===== src/rtl/me_pkg.sv =====
// Shared constants, FSM state type and motion-vector code helper for the
// full-search motion-estimator scan controller.
package me_pkg;

   localparam int REF_DIM = 16;
   localparam int WIN_DIM = 32;
   localparam int NUM_PE  = REF_DIM;

   localparam logic [12:0] SCAN_LAST   = 13'd4112;
   localparam logic [12:0] COMP_OFFSET = 13'd257;

   typedef enum logic [1:0] {
      IDLE = 2'd0,
      RUN  = 2'd1,
      DONE = 2'd2
   } state_t;

   // Offset-8 code: flipping the top bit maps the two's-complement range -8..+7 onto 0..15.
   function automatic logic [3:0] mv_encode(input logic [3:0] idx);
      return {~idx[3], idx[2:0]};
   endfunction

endpackage


===== src/rtl/me_addr_gen.sv =====
// Count-to-address mapping for the reference and dual search memories.
// Purely combinational; all addresses are forced to zero when en_i is low.
module me_addr_gen
   import me_pkg::*;
(
   input  logic        en_i,
   input  logic [11:0] t_i,
   output logic [7:0]  addr_ref_o,
   output logic [9:0]  addr_s1_o,
   output logic [9:0]  addr_s2_o
);

   logic [7:0] prev_hi;
   logic [4:0] row1;
   logic [4:0] row2;

   always_comb begin
      // Upper bits of (t - 16) mod 4096; the column bits are unchanged by the subtraction.
      prev_hi = t_i[11:4] - 8'd1;
      row1    = {1'b0, t_i[11:8]} + {1'b0, t_i[7:4]};
      row2    = {1'b0, prev_hi[7:4]} + {1'b0, prev_hi[3:0]};

      addr_ref_o = '0;
      addr_s1_o  = '0;
      addr_s2_o  = '0;
      if (en_i) begin
         addr_ref_o = t_i[7:0];
         // row*32 + column; the +16 of the second port lands on bit 4 since column < 16.
         addr_s1_o  = {row1, 1'b0, t_i[3:0]};
         addr_s2_o  = {row2, 1'b1, t_i[3:0]};
      end
   end

endmodule


===== src/rtl/me_scan_controller.sv =====
// Scan sequencer for the 16-PE full-search motion estimator: addresses, PE controls, comparator strobes.
// Addresses are combinational from count; pe_sel/pe_clear lag by one cycle. Optional ME_EARLY_TERM_EN.
module me_scan_controller #(
   parameter int REF_DIM = me_pkg::REF_DIM,
   parameter int WIN_DIM = me_pkg::WIN_DIM
) (
   input  logic                      clk,
   input  logic                      reset,
   input  logic                      start_signal,
`ifdef ME_EARLY_TERM_EN
   input  logic                      best_zero,
`endif
   output logic [7:0]                address_ref,
   output logic [9:0]                address_search1,
   output logic [9:0]                address_search2,
   output logic [me_pkg::NUM_PE-1:0] pe_sel,
   output logic [me_pkg::NUM_PE-1:0] pe_clear,
   output logic                      comp_valid,
   output logic [3:0]                comp_pe,
   output logic [3:0]                mv_x,
   output logic [3:0]                mv_y,
   output logic [12:0]               count,
   output logic                      busy,
   output logic                      process_completed
);

   import me_pkg::*;

   generate
      if (WIN_DIM != 2 * REF_DIM || REF_DIM != NUM_PE) begin : g_geom_err
         $error("me_scan_controller: WIN_DIM must be 2*REF_DIM and REF_DIM must be %0d", NUM_PE);
      end
   endgenerate

   state_t            state_q, state_d;
   logic [12:0]       count_q, count_d;
   logic [NUM_PE-1:0] pe_sel_q, pe_sel_d;
   logic [NUM_PE-1:0] pe_clear_q, pe_clear_d;

   logic [11:0] t;
   logic [11:0] u;
   logic        run;
   logic        strobe;
   logic        early_stop;

   assign t   = count_q[11:0];
   assign run = (state_q == RUN);
   assign u   = t - COMP_OFFSET[11:0];

   // Result of PE u[3:0] for vertical vector u[11:8] is ready 257 cycles after its first pixel address.
   assign strobe = run && (count_q >= COMP_OFFSET) && (count_q <= SCAN_LAST) && (u[7:4] == 4'd0);

`ifdef ME_EARLY_TERM_EN
   assign early_stop = strobe && best_zero;
`else
   assign early_stop = 1'b0;
`endif

   always_comb begin
      state_d = state_q;
      count_d = count_q;
      case (state_q)
         IDLE: begin
            count_d = '0;
            if (start_signal) begin
               state_d = RUN;
            end
         end
         RUN: begin
            if (!start_signal) begin
               state_d = IDLE;
               count_d = '0;
            end else if (count_q == SCAN_LAST || early_stop) begin
               state_d = DONE;
            end else begin
               count_d = count_q + 13'd1;
            end
         end
         DONE: begin
            if (!start_signal) begin
               state_d = IDLE;
               count_d = '0;
            end
         end
         default: begin
            state_d = IDLE;
            count_d = '0;
         end
      endcase
   end

   // PE controls are loaded only while the scan continues, so an abort clears them on the next cycle.
   always_comb begin
      pe_sel_d   = '0;
      pe_clear_d = '0;
      if (run && start_signal) begin
         for (int k = 0; k < NUM_PE; k++) begin
            pe_sel_d[k]   = (5'(k) > {1'b0, t[3:0]});
            // (t - k) mod 256 == 0 with k < 16 reduces to t[7:0] == k, which also implies t >= k.
            pe_clear_d[k] = (t[7:0] == 8'(k));
         end
      end
   end

   always_ff @(posedge clk or posedge reset) begin
      if (reset) begin
         state_q    <= IDLE;
         count_q    <= '0;
         pe_sel_q   <= '0;
         pe_clear_q <= '0;
      end else begin
         state_q    <= state_d;
         count_q    <= count_d;
         pe_sel_q   <= pe_sel_d;
         pe_clear_q <= pe_clear_d;
      end
   end

   me_addr_gen addr_u (
      .en_i       (run),
      .t_i        (t),
      .addr_ref_o (address_ref),
      .addr_s1_o  (address_search1),
      .addr_s2_o  (address_search2)
   );

   assign pe_sel            = pe_sel_q;
   assign pe_clear          = pe_clear_q;
   assign comp_valid        = strobe;
   assign comp_pe           = strobe ? u[3:0] : 4'd0;
   assign mv_x              = strobe ? mv_encode(u[3:0]) : 4'd0;
   assign mv_y              = strobe ? mv_encode(u[11:8]) : 4'd0;
   assign count             = count_q;
   assign busy              = run;
   assign process_completed = (state_q == DONE);

endmodule


===== config.mk =====
export PLATFORM = sky130hd
export DESIGN_NAME = me_scan_controller
export DESIGN_NICKNAME = d
export VERILOG_FILES = /design/src/rtl/me_pkg.sv /design/src/rtl/me_addr_gen.sv /design/src/rtl/me_scan_controller.sv
export SDC_FILE = /design/constraint.sdc
export NUM_CORES = 1
export LEC_CHECK = 0
export ABC_AREA = 1
export CORE_ASPECT_RATIO = 0.9
export CORE_MARGIN = 2
export CORE_UTILIZATION = 40
export CTS_BUF_LIST = sky130_fd_sc_hd__clkbuf_8 sky130_fd_sc_hd__clkbuf_16
export DETAILED_ROUTE_END_ITERATION = 16
export GPL_ROUTABILITY_DRIVEN = 0
export PLACE_DENSITY = 0.7
export SLEW_MARGIN = 10
export SYNTH_ARGS = -nofsm -noshare
export SYNTH_HDL_FRONTEND = slang
export SYNTH_SLANG_ARGS = --single-unit

===== constraint.sdc =====
create_clock -name clk -period 3.2 [get_ports clk]
set_input_delay 0.96 -clock clk [delete_from_list [all_inputs] [get_ports clk]]
set_output_delay 0.96 -clock clk [all_outputs]
set_load 0.03 [all_outputs]

[After elaboration in Yosys (flattened, before gate mapping)]
Index checks and enable logic that the tools add are counted.
Storage, ports and cells
  flip-flop bits (word level): 47
  word-level logic and storage cells: 76
Cells by class
  add/sub/neg operators: 5
  magnitude comparators: 17
  equality and inequality tests: 22
  muxes and demuxes: 17
  bitwise operators: 2
  reductions and logical operators: 9
Operator list (count)
  $eq A8 B4 Y1 const B: 8
  $mux W13: 3
  $eq A8 B3 Y1 const B: 4
  $gt A4 B4 Y1 const A: 8
  $mux W16: 2
  $pmux W13 S2: 1
  $mux W10: 2
  $eq A8 B2 Y1 const B: 2
  $gt A3 B4 Y1 const A: 4
  $add A13 B1 Y13 const B: 1
  $eq A13 B13 Y1 const B: 1
  $ge A13 B9 Y1 const B: 1
  $le A13 B13 Y1 const B: 1
  $mux W4: 3
  $sub A12 B9 Y12 const B: 1
  $add A4 B4 Y5: 2
  $eq A8 B1 Y1 const B: 1
  $gt A2 B4 Y1 const A: 2
  $logic_not A8 Y1: 1
  $mux W2: 4
  $mux W8: 1
  $sub A8 B1 Y8 const B: 1
  $pmux W2 S3: 1
  $gt A1 B4 Y1 const A: 1
  other kinds (11): 16

[Logic depth before layout (Yosys ltp)]
  word-level depth: 5
  gate-level depth with buffers: 13
  mapped depth without buffers: 12

[Hierarchy]
From an unflattened synthesis, not the netlist that was laid out.
Unflattened totals
  cell total of the unflattened synthesis: 410
  area total of the unflattened synthesis: 2990.4 µm²
By module, submodules not included
  me_scan_controller: instances 1, cells an instance 300, area an instance 2384.8 µm²
  me_addr_gen: instances 1, cells an instance 110, area an instance 605.6 µm²

[Worst setup path before layout]
No wires, ideal clock.
  kind: reg-to-output
  from: reg count_q[5], in the netlist count[5]
  to: out address_search2[9]
  data arrival time: 2.596 ns
  path slack: -0.356 ns
  stages on the path, launching flop included: 13
  path buffers: 0
  cell sequence: dfrtp_1 inv_1 ha_1 inv_1 nor2_1 xor2_1 inv_1 ha_1 inv_1 fa_1 o21ai_0 a21oi_1 nor2_1
Between the ends
  word-level cells in the longest chain between the ends: 3
Ends and longest elaborated chain
  start, declared: line me_scan_controller.sv:36  | logic [12:0] count_q, count_d;
  start signal, assigned: line me_scan_controller.sv:113  | count_q <= count_d;
  $sub A8 B1 Y8: line me_addr_gen.sv:19  | prev_hi = t_i[11:4] - 8'd1;
  $add A4 B4 Y5: line me_addr_gen.sv:21  | row2 = {1'b0, prev_hi[7:4]} + {1'b0, prev_hi[3:0]};
  $mux W10: line me_addr_gen.sv:26  | if (en_i) begin
  end, declared: line me_scan_controller.sv:15  | output logic [9:0] address_search2,
No other way between the ends.

[Final worst setup path]
  from: reg count_q[7], in the netlist count[7]
  to: out address_search2[8]
Same word-level chain as after synthesis.

==> results.txt <==
Site Rows: 30
Setup repair after global routing missed its margin: yes
Reg clk slew, reported paths: 0.09 ns
Critical Path End: address_search2[8]
Max Cap Violations: 0
Netlist cell types: 34
Initial antenna violation count: 0
Hold buffer count at cts: 0
DR WL/cell: 15.3 um
Fin nets: 503
Num CTS Buffers: 5
Via Count: 2984
CP Max Fanout: 4
Final wirelength: 8890 um
Initial core utilization: 40.7%
Layout cell share with drive strength beyond 1: 33.3%
First-pass DRT Iterations: 5
Largest net degree at the start of global routing: 47
CTS tree: built
Synth Flop Type: dfrtp_1
Slew headroom: 62.3%
Seq pwr share: 47.2%
Synth Instances: 376
Crit end category: output port
Vias per cell: 5.15
Logic pwr share: 25.7%
H-tree levels: 2
Top cell type's share of synthesized area: 38.0%
Sequential area share after synthesis: 38.0%
Root buf cell: clkbuf_8
Die H: 86.5 um
Hpwl dp: 6400 um
Post-synth EDFFs: 0
CTS Sinks: 46
Final min period: 3.27 ns
PnR worst setup slack: -0.0745 ns
Post-place setup slack: 0.0451 ns
Synthesized area: 0.00303 mm2
IO Pins: 91
FF-to-FF path depth: 13
Overall power: 1.30 mW
Input/output buffers: 88
Mapped Avg Cell Area: 8.05 um2
Worst-Margin Slew: 0.565 ns
Worst setup SP type: flop
Status: complete, but fails checks
P_sw: 0.424 mW
Setup Viol. Count Final: 4
Reg2reg start: count[5]
Post-synth ARST share: 100%
Synth warn: 0
Clock skew: 0.00930 ns
Leak: 2.12 nW
Power Internal: 0.875 mW
Clock Tree Buf Depth: 2
Failing checks: negative setup slack
List of most frequent post-synthesis cells: nand2_1, nor2_1, dfrtp_1, inv_1, ha_1
Iteration-0 DRC Markers: 198
Final hold vios: 0
Clock power frac: 27.1%
Worst EP required: 2.24 ns
Vias in the first global route: 2781
Die Area: 0.00828 mm2
Yosys top cell by area: dfrtp_1
# diodes: 0
Area grow syn2layout: 42.6%
Worst Hold Class: reg2reg
Reg2Reg Capture Point: count[0]
Launch point of the worst path: count[7]
# fillers: 652
Global-route wire length before repair: 13700 um
Cell with the most instances after synthesis: nand2_1
Synth area leaders: dfrtp_1, nand2_1, ha_1
Peak VDD IR: 0.170 mV
Max-slew violation count: 0
Total grt overflow: 0
Total GRT Usage: 21.3%
Max Clk Rate: 0.305 GHz
Final period util: 102%
Cell Pwr Density: 301 mW/mm2
Die Wd: 95.7 um
Data arrival time of the critical path: 2.31 ns
Sw Ratio: 32.7%
DR DRC count: 0
Total core area: 0.00743 mm2
R2R setup slack: 1.39 ns
Antenna Violating Nets Remaining: 0
Number of synthesized register bits: 46
WS Path Type: reg2out
Clock Latency Late Sink: 0.30 ns
repair_timing:
action                     in CTS  in global routing
setup endpoints to repair      18                 18
setup buffers                   4                  4
pin swaps                       1                 10
cloned                          0                  1
resized for setup              21                 32
area by class of cell:
cell class / count / area [um2] / share of cell area [%]
multi-input combinational: 260 / 1680 / 39.0
clock buffer: 5 / 68.8 / 1.60
tap: 96 / 120 / 2.79
sequential: 46 / 1160 / 26.9
timing repair buffer: 120 / 1060 / 24.6
inverter: 49 / 199 / 4.61
clock inverter: 3 / 21.3 / 0.493
routing by layer:
metal | global-route usage (%) | vias up | routed length (um)
li1 | - | 1407 | -
met1 | 28.7 | 1408 | 3730
met2 | 34.8 | 143 | 4260
met3 | 4.17 | 26 | 672
met4 | 6.36 | 0 | 220
met5 | 0 | - | 0
power by group through the flow:
stage / clock network, mW / logic [mW] / registers [mW]
after CTS: 0.360 / 0.325 / 0.613
after detailed placement: 0 / 0.317 / 0.625
after floorplan: 0 / 0.158 / 0.673
final: 0.352 / 0.334 / 0.613
after global routing: 0.391 / 0.358 / 0.615
after global placement: 0 / 0.313 / 0.625
worst min-delay path by stage:
stage | start | end | slack, ns | cells past startpoint
detailed placement | state_q[0] | state_q[0] | 0.49 | 1
floorplan | state_q[0] | state_q[0] | 0.45 | 1
global route | state_q[0] | state_q[0] | 0.52 | 1
CTS | state_q[0] | state_q[0] | 0.50 | 1
finish | state_q[0] | state_q[0] | 0.50 | 1
global placement | state_q[0] | state_q[0] | 0.47 | 1
cell families (layout without fill, tap and decap cells):
| kind of cell | after synthesis | after routing | share of synthesized area, % |
|---|---|---|---|
| simple gates | 190 | 191 | 31.3 |
| buf+inv | 72 | 177 | 11.8 |
| flops | 46 | 46 | 38.0 |
| compound gates | 40 | 40 | 8.15 |
| fa+ha+maj | 18 | 18 | 7.94 |
| xor+xnor | 9 | 9 | 2.61 |
| other cells | 1 | 2 | 0.124 |
worst max-delay path: stages, from the launching register on:
cell and delay (ns):
dfrtp_2 0.46, nor2_4 0.16, inv_2 0.07, nor2_2 0.12
nand2_1 0.08, xor2_1 0.14, ha_1 0.30, inv_1 0.10
o21ai_2 0.20, o21ai_1 0.09, a21oi_2 0.14, buf_6 0.14
stage by stage:
step                hold slack [ns]  TNS, ns  util, %  area (um2)  instances
floorplan                     0.453  -0.0519        -        3070        377
global placement              0.472        0     53.7        3990        562
detailed placement            0.487        0     53.7        3990        562
CTS                           0.496   -0.163     56.1        4170        574
global route                  0.517   -0.747     58.0        4310        579
finish                        0.497   -0.208     58.0        4310        579
layout by cell type, fill, tap and decap left out, types with 2 or more instances in the layout:
cell             netlist  layout
nand2_1               61      61
ha_1                  16      12
dfrtp_2                0       6
nand2_4                4       6
buf_4                 15      58
nor2_4                 4      16
a21oi_2                0       3
ha_4                   0       3
xor2_1                 8       7
o21ai_1                3       5
a21oi_1               13      10
clkdlybuf4s50_1        0      50
nand3_1               14      14
clkinv_4               0       2
inv_1                 38      32
nand4_1               14      14
o21ai_2               10      12
inv_2                  9      11
conb_1                 1       2
nand2_2                5       4
dfrtp_1               46      40
nor3_1                14      14
nand3_2                6       6
nor2_2                13       8
inv_4                  2       4
o21ai_0               10       6
nor2_1                52      45
clkbuf_8               0       5
buf_6                  3      10
registers in the layout, summed over array words and instances (netlist names):
register / cells
count: 13
pe_clear: 16
pe_sel: 15
state_q: 2
(Power assumes the default switching activity.)
